### config.mk
export PLATFORM = sky130hd
export DESIGN_NAME = cavlc_level_enc_mlane
export DESIGN_NICKNAME = d
export VERILOG_FILES = /design/src/rtl/cavlc_level_enc_mlane_pkg.sv /design/src/rtl/cavlc_level_enc_mlane_lane.sv /design/src/rtl/cavlc_level_enc_mlane.sv
export SDC_FILE = /design/constraint.sdc
export NUM_CORES = 1
export LEC_CHECK = 0
export ABC_AREA = 1
export ABC_CLOCK_PERIOD_IN_PS = 8000
export CAP_MARGIN = 20
export CELL_PAD_IN_SITES_DETAIL_PLACEMENT = 0
export CELL_PAD_IN_SITES_GLOBAL_PLACEMENT = 1
export CORE_ASPECT_RATIO = 1.2
export CORE_MARGIN = 3
export CORE_UTILIZATION = 30
export CTS_BUF_LIST = sky130_fd_sc_hd__clkbuf_16
export CTS_CLUSTER_SIZE = 40
export DETAILED_ROUTE_END_ITERATION = 7
export DONT_BUFFER_PORTS = 1
export GPL_TIMING_DRIVEN = 0
export PLACE_DENSITY_LB_ADDON = 0.1
export SYNTH_ARGS = -nofsm -noshare
export SYNTH_HDL_FRONTEND = slang
export SYNTH_SLANG_ARGS = --single-unit
### constraint.sdc
create_clock -name clk -period 8 [get_ports clk]
set_input_delay 0.8 -clock clk [delete_from_list [all_inputs] [get_ports clk]]
set_output_delay 0.8 -clock clk [all_outputs]
set_load 0.05 [all_outputs]
### src/rtl/cavlc_level_enc_mlane_pkg.sv
// Shared constants and FSM state type for the multi-lane CAVLC level encoder.
//   SUFFIX_W    level_suffix field width (escape suffix is always this long)
//   PREFIX_W    level_prefix field width
//   LEN_W       suffix bit-count field width
//   SL_W        suffixLength register width
//   PREFIX_ESC  escape prefix value
//   SL_MAX      suffixLength ceiling
//   SL0_SHORT   first code needing the 4-bit suffix at suffixLength 0
//   SL0_ESC     first escape code at suffixLength 0
package cavlc_level_enc_mlane_pkg;
    localparam int SUFFIX_W   = 12;
    localparam int PREFIX_W   = 5;
    localparam int LEN_W      = 4;
    localparam int SL_W       = 3;
    localparam int PREFIX_ESC = 15;
    localparam int SL_MAX     = 6;
    localparam int SL0_SHORT  = 14;
    localparam int SL0_ESC    = 30;
    localparam int SUFFIX_SAT = (1 << SUFFIX_W) - 1;

    typedef enum logic [1:0] {
        ST_IDLE = 2'd0,
        ST_RUN  = 2'd1,
        ST_ZERO = 2'd2
    } state_t;
endpackage

### src/rtl/cavlc_level_enc_mlane_lane.sv
// Combinational single-level coder: maps one signed level and the incoming
// suffixLength to level_prefix / level_suffix and the next suffixLength.
//   level      signed coefficient (RES_WIDTH bits)
//   sl_in      suffixLength in force for this level
//   first      first non-trailing-one level of a block with T1<3
//   prefix     level_prefix 0..15
//   suffix     level_suffix, right-aligned
//   suffix_len suffix bit count 0..12
//   ovf        escape remainder saturated
//   sl_out     suffixLength after this level
module cavlc_level_lane
    import cavlc_level_enc_mlane_pkg::*;
#(
    parameter int RES_WIDTH = 16
) (
    input  logic [RES_WIDTH-1:0] level,
    input  logic [SL_W-1:0]      sl_in,
    input  logic                 first,
    output logic [PREFIX_W-1:0]  prefix,
    output logic [SUFFIX_W-1:0]  suffix,
    output logic [LEN_W-1:0]     suffix_len,
    output logic                 ovf,
    output logic [SL_W-1:0]      sl_out
);
    localparam int CW = RES_WIDTH + 2;

    logic                 neg;
    logic                 esc;
    logic [RES_WIDTH:0]   mag;
    logic [CW-1:0]        code;
    logic [CW-1:0]        lim;
    logic [CW-1:0]        mask;
    logic [CW-1:0]        esc_base;
    logic [CW-1:0]        rem;
    logic [CW-1:0]        grow_thr;
    logic [PREFIX_W-1:0]  shifted;
    logic [SL_W-1:0]      sl_eff;

    always_comb begin
        prefix     = '0;
        suffix     = '0;
        suffix_len = '0;
        ovf        = 1'b0;
        esc        = 1'b0;

        // One extra magnitude bit keeps -2^(RES_WIDTH-1) exact.
        neg  = level[RES_WIDTH-1];
        mag  = neg ? ({1'b0, ~level} + {{RES_WIDTH{1'b0}}, 1'b1}) : {1'b0, level};
        code = {mag, 1'b0} - (neg ? CW'(1) : CW'(2)) - (first ? CW'(2) : CW'(0));

        lim      = CW'(PREFIX_ESC) << sl_in;
        mask     = (CW'(1) << sl_in) - CW'(1);
        shifted  = PREFIX_W'(code >> sl_in);
        esc_base = lim;

        if (sl_in == '0) begin
            esc_base = CW'(SL0_ESC);
            if (code < CW'(SL0_SHORT)) begin
                prefix = code[PREFIX_W-1:0];
            end else if (code < CW'(SL0_ESC)) begin
                prefix     = PREFIX_W'(SL0_SHORT);
                suffix     = SUFFIX_W'(code - CW'(SL0_SHORT));
                suffix_len = LEN_W'(4);
            end else begin
                esc = 1'b1;
            end
        end else if (code < lim) begin
            prefix     = shifted;
            suffix     = SUFFIX_W'(code & mask);
            suffix_len = LEN_W'(sl_in);
        end else begin
            esc = 1'b1;
        end

        rem = code - esc_base;
        if (esc) begin
            prefix     = PREFIX_W'(PREFIX_ESC);
            suffix_len = LEN_W'(SUFFIX_W);
            if (rem > CW'(SUFFIX_SAT)) begin
                suffix = '1;
                ovf    = 1'b1;
            end else begin
                suffix = rem[SUFFIX_W-1:0];
            end
        end

        // Growth test uses the already-bumped suffixLength.
        sl_eff   = (sl_in == '0) ? SL_W'(1) : sl_in;
        grow_thr = CW'(3) << (sl_eff - SL_W'(1));
        sl_out   = sl_eff;
        if (({1'b0, mag} > grow_thr) && (sl_eff < SL_W'(SL_MAX)))
            sl_out = sl_eff + SL_W'(1);
    end
endmodule

### src/rtl/cavlc_level_enc_mlane.sv
// Multi-lane CAVLC level encoder. Takes a block header (TotalCoeff,
// TrailingOnes) then ceil(TC/LANES) beats of levels in reverse scan order and
// produces one registered output beat per input beat.
//   clk, rst_n                clock, synchronous active-low reset
//   blk_valid/blk_ready       header handshake (accepted only in IDLE)
//   total_coeff, trail_ones   block header fields
//   in_valid/in_ready/in_level level beat handshake, LANES levels per beat
//   out_valid/out_ready       output beat handshake
//   out_en                    lanes carrying a level code
//   out_prefix/out_suffix/out_suffix_len  per-lane level code fields
//   out_t1_sign/out_t1_len    trailing-one signs (on the beat with the last one)
//   out_last                  final beat of block
//   out_ovf                   sticky per block: a suffix saturated
module cavlc_level_enc_mlane
    import cavlc_level_enc_mlane_pkg::*;
#(
    parameter int RES_WIDTH = 16,
    parameter int LANES     = 2,
    parameter int MAX_COEFF = 16
) (
    input  logic                         clk,
    input  logic                         rst_n,
    input  logic                         blk_valid,
    output logic                         blk_ready,
    input  logic [4:0]                   total_coeff,
    input  logic [1:0]                   trail_ones,
    input  logic                         in_valid,
    output logic                         in_ready,
    input  logic [LANES*RES_WIDTH-1:0]   in_level,
    output logic                         out_valid,
    input  logic                         out_ready,
    output logic [LANES-1:0]             out_en,
    output logic [LANES*PREFIX_W-1:0]    out_prefix,
    output logic [LANES*SUFFIX_W-1:0]    out_suffix,
    output logic [LANES*LEN_W-1:0]       out_suffix_len,
    output logic [2:0]                   out_t1_sign,
    output logic [1:0]                   out_t1_len,
    output logic                         out_last,
    output logic                         out_ovf
);
    localparam int MAX_BEATS = (MAX_COEFF + LANES - 1) / LANES;
    localparam int BEAT_W    = $clog2(MAX_BEATS + 1);

    state_t              state, state_nxt;
    logic [4:0]          tc_r;
    logic [1:0]          t1_r;
    logic [BEAT_W-1:0]   nbeats_r, beat_r, nbeats;
    logic [5:0]          nb_sum;
    logic [SL_W-1:0]     sl_r, sl0;
    logic [2:0]          t1_acc, t1_nxt;
    logic                t1_hit;
    logic                hdr_fire, in_fire, out_free, zero_load, beat_ovf, last_beat;

    logic [7:0]          lane_idx    [LANES];
    logic [PREFIX_W-1:0] lane_prefix [LANES];
    logic [SUFFIX_W-1:0] lane_suffix [LANES];
    logic [LEN_W-1:0]    lane_len    [LANES];
    logic [SL_W-1:0]     lane_sl     [LANES];
    logic [SL_W-1:0]     sl_chain    [LANES+1];
    logic [LANES-1:0]    lane_t1, lane_lvl, lane_first, lane_ovf;

    // suffixLength ripples through the lanes; non-level lanes pass it through.
    assign sl_chain[0] = sl_r;

    for (genvar g = 0; g < LANES; g++) begin : g_lane
        assign lane_idx[g]   = 8'(beat_r) * 8'(LANES) + 8'(g);
        assign lane_t1[g]    = (lane_idx[g] < {3'b0, tc_r}) && (lane_idx[g] < {6'b0, t1_r});
        assign lane_lvl[g]   = (lane_idx[g] < {3'b0, tc_r}) && !(lane_idx[g] < {6'b0, t1_r});
        assign lane_first[g] = (lane_idx[g] == {6'b0, t1_r}) && (t1_r != 2'd3);

        cavlc_level_lane #(.RES_WIDTH(RES_WIDTH)) u_lane (
            .level      (in_level[g*RES_WIDTH +: RES_WIDTH]),
            .sl_in      (sl_chain[g]),
            .first      (lane_first[g]),
            .prefix     (lane_prefix[g]),
            .suffix     (lane_suffix[g]),
            .suffix_len (lane_len[g]),
            .ovf        (lane_ovf[g]),
            .sl_out     (lane_sl[g])
        );

        assign sl_chain[g+1] = lane_lvl[g] ? lane_sl[g] : sl_chain[g];
    end

    // Trailing-one signs accumulate across beats, earliest coefficient in the MSB.
    always_comb begin
        t1_nxt = t1_acc;
        t1_hit = 1'b0;
        for (int unsigned i = 0; i < LANES; i++) begin
            if (lane_t1[i]) begin
                t1_nxt = {t1_nxt[1:0], in_level[i*RES_WIDTH + RES_WIDTH - 1]};
                if (lane_idx[i] == ({6'b0, t1_r} - 8'd1))
                    t1_hit = 1'b1;
            end
        end
    end

    always_comb begin
        state_nxt = state;
        blk_ready = (state == ST_IDLE);
        out_free  = !out_valid || out_ready;
        in_ready  = (state == ST_RUN) && (beat_r != nbeats_r) && out_free;
        hdr_fire  = blk_valid && blk_ready;
        in_fire   = in_valid && in_ready;
        zero_load = (state == ST_ZERO) && !out_valid;
        beat_ovf  = |(lane_ovf & lane_lvl);
        last_beat = ((beat_r + BEAT_W'(1)) == nbeats_r);
        nb_sum    = {1'b0, total_coeff} + 6'(LANES - 1);
        nbeats    = BEAT_W'(nb_sum / 6'(LANES));
        sl0       = ((total_coeff > 5'd10) && (trail_ones < 2'd3)) ? SL_W'(1) : SL_W'(0);

        case (state)
            ST_IDLE: if (hdr_fire) state_nxt = (total_coeff == '0) ? ST_ZERO : ST_RUN;
            ST_RUN:  if (out_valid && out_ready && out_last) state_nxt = ST_IDLE;
            ST_ZERO: if (out_valid && out_ready) state_nxt = ST_IDLE;
            default: state_nxt = ST_IDLE;
        endcase
    end

    always_ff @(posedge clk) begin
        if (!rst_n) begin
            state          <= ST_IDLE;
            tc_r           <= '0;
            t1_r           <= '0;
            nbeats_r       <= '0;
            beat_r         <= '0;
            sl_r           <= '0;
            t1_acc         <= '0;
            out_valid      <= 1'b0;
            out_en         <= '0;
            out_prefix     <= '0;
            out_suffix     <= '0;
            out_suffix_len <= '0;
            out_t1_sign    <= '0;
            out_t1_len     <= '0;
            out_last       <= 1'b0;
            out_ovf        <= 1'b0;
        end else begin
            state <= state_nxt;

            if (hdr_fire) begin
                tc_r     <= total_coeff;
                t1_r     <= trail_ones;
                nbeats_r <= nbeats;
                beat_r   <= '0;
                sl_r     <= sl0;
                t1_acc   <= '0;
                out_ovf  <= 1'b0;
            end

            if (in_fire) begin
                beat_r      <= beat_r + BEAT_W'(1);
                sl_r        <= sl_chain[LANES];
                t1_acc      <= t1_nxt;
                out_valid   <= 1'b1;
                out_last    <= last_beat;
                out_ovf     <= out_ovf | beat_ovf;
                out_t1_len  <= t1_hit ? t1_r : 2'd0;
                out_t1_sign <= t1_hit ? t1_nxt : 3'd0;
                for (int unsigned i = 0; i < LANES; i++) begin
                    out_en[i]                          <= lane_lvl[i];
                    out_prefix[i*PREFIX_W +: PREFIX_W] <= lane_lvl[i] ? lane_prefix[i] : '0;
                    out_suffix[i*SUFFIX_W +: SUFFIX_W] <= lane_lvl[i] ? lane_suffix[i] : '0;
                    out_suffix_len[i*LEN_W +: LEN_W]   <= lane_lvl[i] ? lane_len[i] : '0;
                end
            end else if (zero_load) begin
                out_valid      <= 1'b1;
                out_last       <= 1'b1;
                out_en         <= '0;
                out_prefix     <= '0;
                out_suffix     <= '0;
                out_suffix_len <= '0;
                out_t1_sign    <= '0;
                out_t1_len     <= '0;
            end else if (out_ready) begin
                out_valid <= 1'b0;
            end
        end
    end
endmodule
==> flow_metrics.env, run 1 <==
export IMPL_coreArea_um2=31400
export IMPL_multi_input_area_um2=7060
export IMPL_fin_ws_ns=1.32
export IMPL_grt_max_degree=16
export IMPL_hpwlAfterDp_um=28500
export IMPL_place_congestion=0.883
export IMPL_hold_class="reg -> reg"
export IMPL_fin_cells=2011
export IMPL_floorplan_die_area_um2=34200
export IMPL_crit_path_max_fanout=12
export IMPL_grt_usage_pct=19.7
export IMPL_drcViolationCount=0
export IMPL_ioPinCount=98
export IMPL_netlist_area_um2=9610
export IMPL_die_y_um=202
export IMPL_finish_utilization_pct=33.2
export IMPL_fin_skew_ns=0.0108
export IMPL_vias=9871
export IMPL_cts_hold_buf=0
export IMPL_pre_cts_slack_ns=1.18
export IMPL_outcome="completed"
export IMPL_area_delta_synth_final_pct=8.67
export IMPL_crit_type="reg -> reg"
export IMPL_p_per_area_nw_per_um2=194
export IMPL_cts_sinks=75
export IMPL_seqCellArea_um2=1500
export IMPL_fmax_ghz=0.150
export IMPL_cts_made_buffers=9
export IMPL_first_iter_violations=489
export IMPL_cts_setup_buffers=0
export IMPL_antenna_left=0
export IMPL_hold_viol=0
export IMPL_tns_ns=0
export IMPL_fp_dieW_um=169
export IMPL_crit_path_start_kind="flop"
export IMPL_critPathCaptureType="flop"
export IMPL_yosysSeqAreaShare_pct=15.6
export IMPL_rows=71
export IMPL_ctsResizeCount=0
export IMPL_yosysUniqueCellTypes=52
export IMPL_netSwitchingFraction_pct=48.8
export IMPL_period_needed_ns=6.68
export IMPL_antenna_found_initial=0
export IMPL_diodes=0
export IMPL_final_nets=1750
export IMPL_yosysWarnings=0
export IMPL_vias_per_cell=4.91
export IMPL_drv_cap=0
export IMPL_htreeDepth=3
export IMPL_tritoncts="built"
export IMPL_globalRouteOverflowTotal=0
export IMPL_synth_nets=1739
export IMPL_synth_seq_cells=75
export IMPL_p_int_uw=1040
export IMPL_max_slew_worst_pin_slew_ns=0.947
export IMPL_seqPwrFrac_pct=22.0
export IMPL_drive_gt1_share_pct=8.20
export IMPL_dp_cells=1995
export IMPL_min_path_cells=2
export IMPL_fin_crit_sh_pct=83.4
export IMPL_syn_inst=1594
export IMPL_num_fill_cells=3627
export IMPL_start_util_pct=30.6
export IMPL_ir_drop_uv=75.1
export IMPL_synth_edff_count=0
export IMPL_worst_path_max_delay_cell="clkbuf_1"
export IMPL_setup_violations=0
export IMPL_cellLeakagePower_uw=0.00496
export IMPL_cp_common_cell="nand2_1"
export IMPL_avgSynthCellArea_um2=6.03
export IMPL_rsz0062_at_grt="no"
export IMPL_cts_root_buffer_cell="clkbuf_16"
export IMPL_clkSlewWorstSetupHoldPaths_ns=0.07
export IMPL_clk_path_buf_depth=2
export IMPL_dr_pass1_iters=5
export IMPL_clk_latency_ns=0.35
export IMPL_total_power_uw=2030
export IMPL_grt_first_pass_wirelength_um=53700
export IMPL_max_stage_delay_ns=0.57
export IMPL_grt_pass1_vias=9663
export IMPL_synthArstFlopShare_pct=0
export IMPL_routed_wirelength_um=34000
export IMPL_synth_ff_type="dfxtp_1"
export IMPL_wl_per_cell_um=16.9
export IMPL_io_buffers=0
export IMPL_maxSlewViolCount=0
export IMPL_pwr_share_clk_pct=22.6
export IMPL_slew_headroom_pct=36.6
export IMPL_power_switching_uw=989
export IMPL_arrival_ns=6.89
export IMPL_reg2reg_depth=40
export IMPL_required_ns=8.21
export IMPL_comb_power_share_pct=55.4
## critical path: cells and delay by family (launching register included)
family | cells | cell delay [ns]
AO/OA/AOI/OAI | 7 | 1.15
adder cells (fa/ha/maj) | 4 | 1.14
buffers and inverters | 7 | 1.42
flip-flops | 1 | 0.44
AND/OR/NAND/NOR | 22 | 2.38
## cells in the final DEF, fill, tap and decap left out, types with 5 or more instances in the layout
| cell | instances |
|---|---|
| o21ai_1 | 10 |
| nor2_4 | 10 |
| o211ai_1 | 14 |
| inv_1 | 202 |
| nand2_2 | 20 |
| nor3_1 | 19 |
| a21oi_1 | 119 |
| nand3_2 | 5 |
| nand4_1 | 38 |
| clkbuf_1 | 23 |
| o21ai_0 | 70 |
| nor2_2 | 19 |
| buf_6 | 5 |
| nand2_1 | 436 |
| xor2_1 | 45 |
| dfxtp_1 | 75 |
| ha_1 | 101 |
| xnor2_1 | 17 |
| xor2_2 | 6 |
| nor2_1 | 142 |
| buf_2 | 11 |
| nand3_1 | 127 |
| a31oi_1 | 5 |
| clkbuf_16 | 9 |
| nand3b_1 | 10 |
| inv_2 | 17 |
## metal layers
layer	wire length [µm]	part of all wire [%]	track usage [%]	up-vias
li1	-	-	-	5190
met1	15100	44	24.5	4497
met2	17100	50	35.5	155
met3	1330	3.9	3.25	29
met4	539	1.6	4.38	0
met5	0	0	0	-
## state kept, by name, summed over array words and instances, names as in the netlist
register and cells:
out_suffix 24, out_prefix 10, out_suffix_len 8, tc_r 5, beat_r 4, nbeats_r 4
out_t1_sign 3, sl_r 3, t1_acc 3, out_en 2, out_t1_len 2, state 2
t1_r 2, out_last 1, out_ovf 1, out_valid 1
## synth_stat cells, drive strengths merged (5+ instances only)
library cell	number	area, µm²
buf	18	123
nand3	134	721
clkbuf	23	86.3
o21ai	82	418
nand3b	11	95.1
dfxtp	75	1500
o211ai	14	105
xor2	51	492
nand2	460	1810
nor2	172	785
inv	220	828
a31oi	5	31.3
nor3	21	115
a21oi	123	631
xnor2	18	165
nand4	38	238
ha	101	1260
## cells by family after synthesis
logic type | synth area share (%)
AND/OR/NAND/NOR | 39.4
buffers and inverters | 10.9
AO/OA/AOI/OAI | 13.9
adder cells (fa/ha/maj) | 13.1
flip-flops | 15.6
XOR/XNOR | 6.83
multiplexers | 0.208
## power by group through the flow
stage                     clock, µW  sequential (µW)  combinational (µW)
after CTS                       467              446                1130
after global routing            484              447                1290
after global placement            0              454                1130
after detailed placement          0              454                1130
final                           459              445                1120
after floorplan                   0              448                 842
## stage by stage
step           hold WS (ns)  cell area [µm²]
3_5_place_dp          0.463            10100
2_1_floorplan         0.435             9610
3_3_place_gp          0.464            10100
4_1_cts               0.477            10400
5_1_grt               0.496            10400
6_report              0.470            10400
## worst paths after layout
kind	startpoint	to	slack, ns
max	sl_r[2]$_SDFFE_PN0P_	out_suffix[20]$_SDFFE_PN0P_	1.32
min	tc_r[3]$_SDFFE_PN0P_	tc_r[3]$_SDFFE_PN0P_	0.47
max reg2reg	sl_r[2]$_SDFFE_PN0P_	out_suffix[20]$_SDFFE_PN0P_	1.32
min reg2reg	tc_r[3]$_SDFFE_PN0P_	tc_r[3]$_SDFFE_PN0P_	0.47
## cell type report
cell class | instances | share of cell area [%]
Buffer | 41 | 2.00
Tap cell | 401 | 4.80
Clock buffer | 9 | 2.16
Inverter | 223 | 8.04
Sequential cell | 75 | 14.4
Clock inverter | 7 | 1.02
Multi-Input combinational cell | 1255 | 67.6
Power figures use the tool's default switching activity.
==> inputs of run 2 (changes only) <==
Settings changed: ABC_CLOCK_PERIOD_IN_PS 8000 to 5800.
Clock period 8 ns to 5.8 ns, I/O delays scaled along.
==> run 2 against run 1 <==
Against the previous run:
- sequential share of layout area decreased by 0.42 points
- worst hold slack lost 0.041 ns
- power is 45% higher
- first-iteration DRC count increased by 9.2%
- setup slack worse by 0.89 ns
- die area is the same
- cell count is 0.40% higher
- via count increased by 0.88%
- critical path type is now in -> reg
- highest routed layer unchanged
==> flow_metrics.env, run 2 (same netlist as run 1, synthesis figures left out) <==
export IMPL_largest_reg_flops=24
export IMPL_start_util_pct=30.6
export IMPL_reg2reg_depth=41
export IMPL_hold_class="in -> reg"
export IMPL_cts_made_buffers=9
export IMPL_ioPinCount=98
export IMPL_htreeDepth=3
export IMPL_die_y_um=202
export IMPL_dr_pass1_iters=5
export IMPL_vias_per_cell=4.93
export IMPL_fmax_ghz=0.186
export IMPL_clkSlewWorstSetupHoldPaths_ns=0.07
export IMPL_fp_dieW_um=169
export IMPL_fin_crit_sh_pct=92.6
export IMPL_grtUsageMet2_pct=35.7
export IMPL_antenna_found_initial=0
export IMPL_grt_first_pass_wirelength_um=53800
export IMPL_top_register="out_suffix"
export IMPL_layout_common_cells="nand2_1 (429), inv_1 (199), nor2_1 (133), nand3_1 (125), a21oi_1 (115)"
export IMPL_max_slew_worst_pin_slew_ns=0.948
export IMPL_fin_ws_ns=0.432
export IMPL_globalRouteOverflowTotal=0
export IMPL_drcViolationCount=0
export IMPL_first_iter_violations=534
export IMPL_cellLeakagePower_uw=0.00505
export IMPL_crit_path_max_fanout=10
export IMPL_drv_cap=0
export IMPL_final_nets=1758
export IMPL_antenna_left=0
export IMPL_place_congestion=0.883
export IMPL_maxSlewViolCount=0
export IMPL_fin_skew_ns=0.0116
export IMPL_area_delta_synth_final_pct=12.6
export IMPL_arrival_ns=5.58
export IMPL_cp_common_cell="nand2_1"
export IMPL_period_needed_ns=5.37
export IMPL_cts_root_buffer_cell="clkbuf_16"
export IMPL_hold_viol=0
export IMPL_slew_headroom_pct=36.5
export IMPL_pre_cts_slack_ns=-0.878
export IMPL_drive_gt1_share_pct=11.6
export IMPL_clk_latency_ns=0.35
export IMPL_crit_path_start_kind="input pin"
export IMPL_critPathCaptureType="flop"
export IMPL_top_regs="out_suffix x24, out_prefix x10, out_suffix_len x8"
export IMPL_diodes=0
export IMPL_outcome="completed"
export IMPL_dpl_cell_area_um2=10100
export IMPL_clk_path_buf_depth=2
export IMPL_required_ns=6.01
export IMPL_met3_usage_pct=3.03
export IMPL_grt_max_degree=16
export IMPL_crit_type="in -> reg"
export IMPL_ir_drop_uv=103
export IMPL_coreArea_um2=31400
export IMPL_setup_violations=0
export IMPL_p_per_area_nw_per_um2=272
export IMPL_wl_per_cell_um=17.0
export IMPL_cts_hold_buf=0
export IMPL_hpwlAfterDp_um=28500
export IMPL_fin_area_um2=10800
export IMPL_routed_wirelength_um=34400
export IMPL_cts_sinks=75
export IMPL_vias=9958
export IMPL_io_buffers=0
export IMPL_final_common_cell="nand2_1"
export IMPL_rows=71
export IMPL_min_path_cells=2
export IMPL_max_stage_delay_ns=0.31
export IMPL_grt_pass1_vias=9668
export IMPL_use_met1_pct=24.6
export IMPL_grt_usage_pct=19.7
export IMPL_floorplan_die_area_um2=34200
export IMPL_grt_busiest_layer="met2"
export IMPL_num_fill_cells=3599
export IMPL_worst_path_max_delay_cell="ha_4"
export IMPL_tritoncts="built"
==> run 2: cell count changes in the layout (fill, tap and decap cells not counted), moves of 5 or more <==
cell	delta
buf_4	+10
o21ai_1	+5
ha_1	-5
nand2_1	-7
o21ai_0	-6
nor2_4	+5
nor2_1	-9
==> run 2: cell type report <==
cell class | count | area [µm²] | area share [%]
well taps | 401 | 502 | 4.63
flip-flops and latches | 75 | 1510 | 14.0
inverters | 223 | 842 | 7.78
clock inverters | 7 | 106 | 0.982
repair buffers | 9 | 67.6 | 0.624
multi-input cells | 1256 | 7340 | 67.8
clock buffers | 9 | 225 | 2.08
plain buffers | 39 | 235 | 2.17
==> run 2: worst paths after layout <==
path	startpoint	to	slack, ns
max	in_level[0]	out_suffix[20]$_SDFFE_PN0P_	0.43
min	total_coeff[4]	nbeats_r[3]$_SDFFE_PN0P_	0.43
max reg2reg	sl_r[1]$_SDFFE_PN0P_	out_suffix[20]$_SDFFE_PN0P_	0.44
min reg2reg	tc_r[3]$_SDFFE_PN0P_	tc_r[3]$_SDFFE_PN0P_	0.47
==> run 2: report_power, final <==
group | internal (µW) | switching, µW
Clock | 386 | 246
Sequential | 540 | 76.9
Combinational | 587 | 1110
==> run 2: critical path, delay by kind of cell <==
family	cells	cell delay, ns
xor+xnor	1	0.29
simple gates	23	2.18
fa+ha+maj	4	1.07
compound gates	8	1.08
buf+inv	3	0.36
==> run 2: timing repair <==
item                       CTS  global route
buffers inserted             0             9
gates cloned                 0             1
pin swaps                    1            14
resized for setup           21            64
setup endpoints to repair   22            30
hold endpoints to repair     0             0
==> run 2: routing by layer <==
layer | wire length [µm] | vias up
met5 | 0 | -
met4 | 559 | 0
met3 | 1320 | 29
li1 | - | 5205
met1 | 15100 | 4537
met2 | 17400 | 187
==> run 2: stage by stage <==
| stage | setup TNS [ns] | hold WS (ns) | power, µW | instances | utilization, % |
|---|---|---|---|---|---|
| floorplan | 0 | 0.435 | 1780 | 1594 | - |
| global placement | -11.53 | 0.464 | 2180 | 1995 | 32.2 |
| detailed placement | -10.39 | 0.463 | 2180 | 1995 | 32.2 |
| CTS | 0 | 0.419 | 2850 | 2010 | 33.4 |
| global route | -0.0219 | 0.433 | 3220 | 2019 | 34.4 |
| finish | 0 | 0.429 | 2950 | 2019 | 34.4 |
==> inputs of run 3 (changes only) <==
Settings changed: ABC_CLOCK_PERIOD_IN_PS 5800 to not set, CORE_UTILIZATION 30 to 42.
==> run 3 against run 2 <==
Against the previous run:
- sequential power hardly changed
- non-clock buffer count is 5 higher
- first-iteration DRC count rose by 25%
- critical endpoint is now out_suffix[22]$_SDFFE_PN0P_
- worst hold slack gained 0.0076 ns
==> flow_metrics.env, run 3 (same netlist as run 1, synthesis figures left out) <==
export IMPL_max_slew_worst_pin_slew_ns=0.936
export IMPL_tritoncts="built"
export IMPL_first_iter_violations=670
export IMPL_wl_per_cell_um=16.5
export IMPL_hold_viol=0
export IMPL_total_power_uw=2840
export IMPL_diodes=0
export IMPL_p_int_uw=1460
export IMPL_area_delta_synth_final_pct=10.6
export IMPL_required_ns=5.99
export IMPL_cellLeakagePower_uw=0.00505
export IMPL_crit_path_max_fanout=10
export IMPL_io_buffers=0
export IMPL_met3_usage_pct=4.45
export IMPL_setup_violations=0
export IMPL_netSwitchingFraction_pct=48.8
export IMPL_fp_dieW_um=144
export IMPL_clkSlewWorstSetupHoldPaths_ns=0.06
export IMPL_num_fill_cells=2464
export IMPL_cts_hold_buf=0
export IMPL_grt_busiest_layer="met2"
export IMPL_outcome="completed"
export IMPL_vias=10072
export IMPL_cts_made_buffers=9
export IMPL_grtUsageMet2_pct=43.4
export IMPL_vias_per_cell=5.30
export IMPL_drcViolationCount=0
export IMPL_ir_drop_uv=193
export IMPL_top_regs="out_suffix x24, out_prefix x10, out_suffix_len x8"
export IMPL_grt_max_degree=13
export IMPL_arrival_ns=5.58
export IMPL_antenna_left=0
export IMPL_final_nets=1764
export IMPL_top_register="out_suffix"
export IMPL_final_common_cell="nand2_1"
export IMPL_antenna_found_initial=0
export IMPL_start_util_pct=42.8
export IMPL_drv_cap=0
export IMPL_die_y_um=172
export IMPL_fin_crit_sh_pct=92.9
export IMPL_worst_path_max_delay_cell="dfxtp_4"
export IMPL_fmax_ghz=0.186
export IMPL_cts_sinks=75
export IMPL_multi_input_area_um2=7310
export IMPL_seqPwrFrac_pct=21.7
export IMPL_maxSlewViolCount=0
export IMPL_p_per_area_nw_per_um2=268
export IMPL_max_stage_delay_ns=0.36
export IMPL_grt_first_pass_wirelength_um=49000
export IMPL_grt_usage_pct=24.8
export IMPL_use_met1_pct=30.5
export IMPL_fin_skew_ns=0.00765
export IMPL_place_congestion=0.915
export IMPL_routed_wirelength_um=31400
export IMPL_crit_type="reg -> reg"
export IMPL_layout_common_cells="nand2_1 (431), inv_1 (200), nor2_1 (136), nand3_1 (126), a21oi_1 (114)"
export IMPL_ioPinCount=98
export IMPL_critPathCaptureType="flop"
export IMPL_comb_power_share_pct=59.4
export IMPL_crit_path_start_kind="flop"
export IMPL_hpwlAfterDp_um=25500
export IMPL_grt_pass1_vias=9503
export IMPL_coreArea_um2=22400
export IMPL_period_needed_ns=5.39
export IMPL_floorplan_die_area_um2=24700
export IMPL_dr_pass1_iters=6
export IMPL_rows=60
export IMPL_cts_root_buffer_cell="clkbuf_16"
export IMPL_finish_utilization_pct=47.3
export IMPL_power_switching_uw=1390
export IMPL_largest_reg_flops=24
export IMPL_slew_headroom_pct=37.3
export IMPL_seqCellArea_um2=1510
export IMPL_drive_gt1_share_pct=11.3
export IMPL_clk_path_buf_depth=2
export IMPL_cp_common_cell="nand2_1"
export IMPL_htreeDepth=3
export IMPL_hold_class="in -> reg"
export IMPL_clk_latency_ns=0.33
export IMPL_pwr_share_clk_pct=18.9
export IMPL_globalRouteOverflowTotal=0
==> run 3: critical path, delay by kind of cell, from the launching register on <==
kind / cells / cell delay, ns
AND/OR/NAND/NOR: 26 / 2.47
AO/OA/AOI/OAI: 6 / 0.69
flip-flops: 1 / 0.36
buffers and inverters: 5 / 0.55
adder cells (fa/ha/maj): 4 / 1.15
==> run 3: metrics by stage <==
step / hold WS (ns) / worst slack (ns) / instances / TNS [ns] / area [µm²]
final: 0.436 / 0.413 / 1902 / 0 / 10600
after detailed placement: 0.458 / -0.763 / 1873 / -9.87 / 9960
after floorplan: 0.435 / 0.583 / 1594 / 0 / 9610
after CTS: 0.433 / 0.00584 / 1889 / 0 / 10300
after global placement: 0.454 / -0.758 / 1873 / -9.27 / 9960
after global routing: 0.448 / -0.0328 / 1902 / -0.183 / 10600
==> run 3: path summary, 6_finish.rpt <==
| kind | start | end | slack [ns] | depth (start not counted) |
|---|---|---|---|---|
| max reg2reg | sl_r[1]$_SDFFE_PN0P_ | out_suffix[22]$_SDFFE_PN0P_ | 0.41 | 41 |
| min | total_coeff[3] | nbeats_r[2]$_SDFFE_PN0P_ | 0.44 | 2 |
| min reg2reg | tc_r[3]$_SDFFE_PN0P_ | tc_r[3]$_SDFFE_PN0P_ | 0.47 | 2 |
| max | sl_r[1]$_SDFFE_PN0P_ | out_suffix[22]$_SDFFE_PN0P_ | 0.41 | 41 |
==> run 3: timing repair <==
item	CTS	global route
cloned	0	2
pin swaps	2	9
setup endpoints to repair	19	29
buffers inserted	2	11
resized for setup	18	56
==> run 3: power groups by stage <==
stage / clock network (µW) / registers (µW) / logic, µW
after floorplan: 0 / 617 / 1160
after global placement: 0 / 625 / 1510
after detailed placement: 0 / 625 / 1520
after CTS: 545 / 616 / 1550
after global routing: 571 / 620 / 1910
final: 537 / 617 / 1690
==> run 3: cell type report <==
class                           count  area share, %
Clock inverter                      6          0.553
Inverter                          223           7.96
Buffer                             40           2.17
Clock buffer                        9           2.12
Sequential cell                    75           14.2
Timing Repair Buffer               13          0.918
Multi-Input combinational cell   1257           68.8
Tap cell                          279           3.29
==> run 3: layer usage <==
metal / wire length (µm) / up-vias
met5: 0 / -
met4: 1090 / 0
met3: 1590 / 60
met2: 15600 / 216
met1: 13200 / 4582
li1: - / 5214
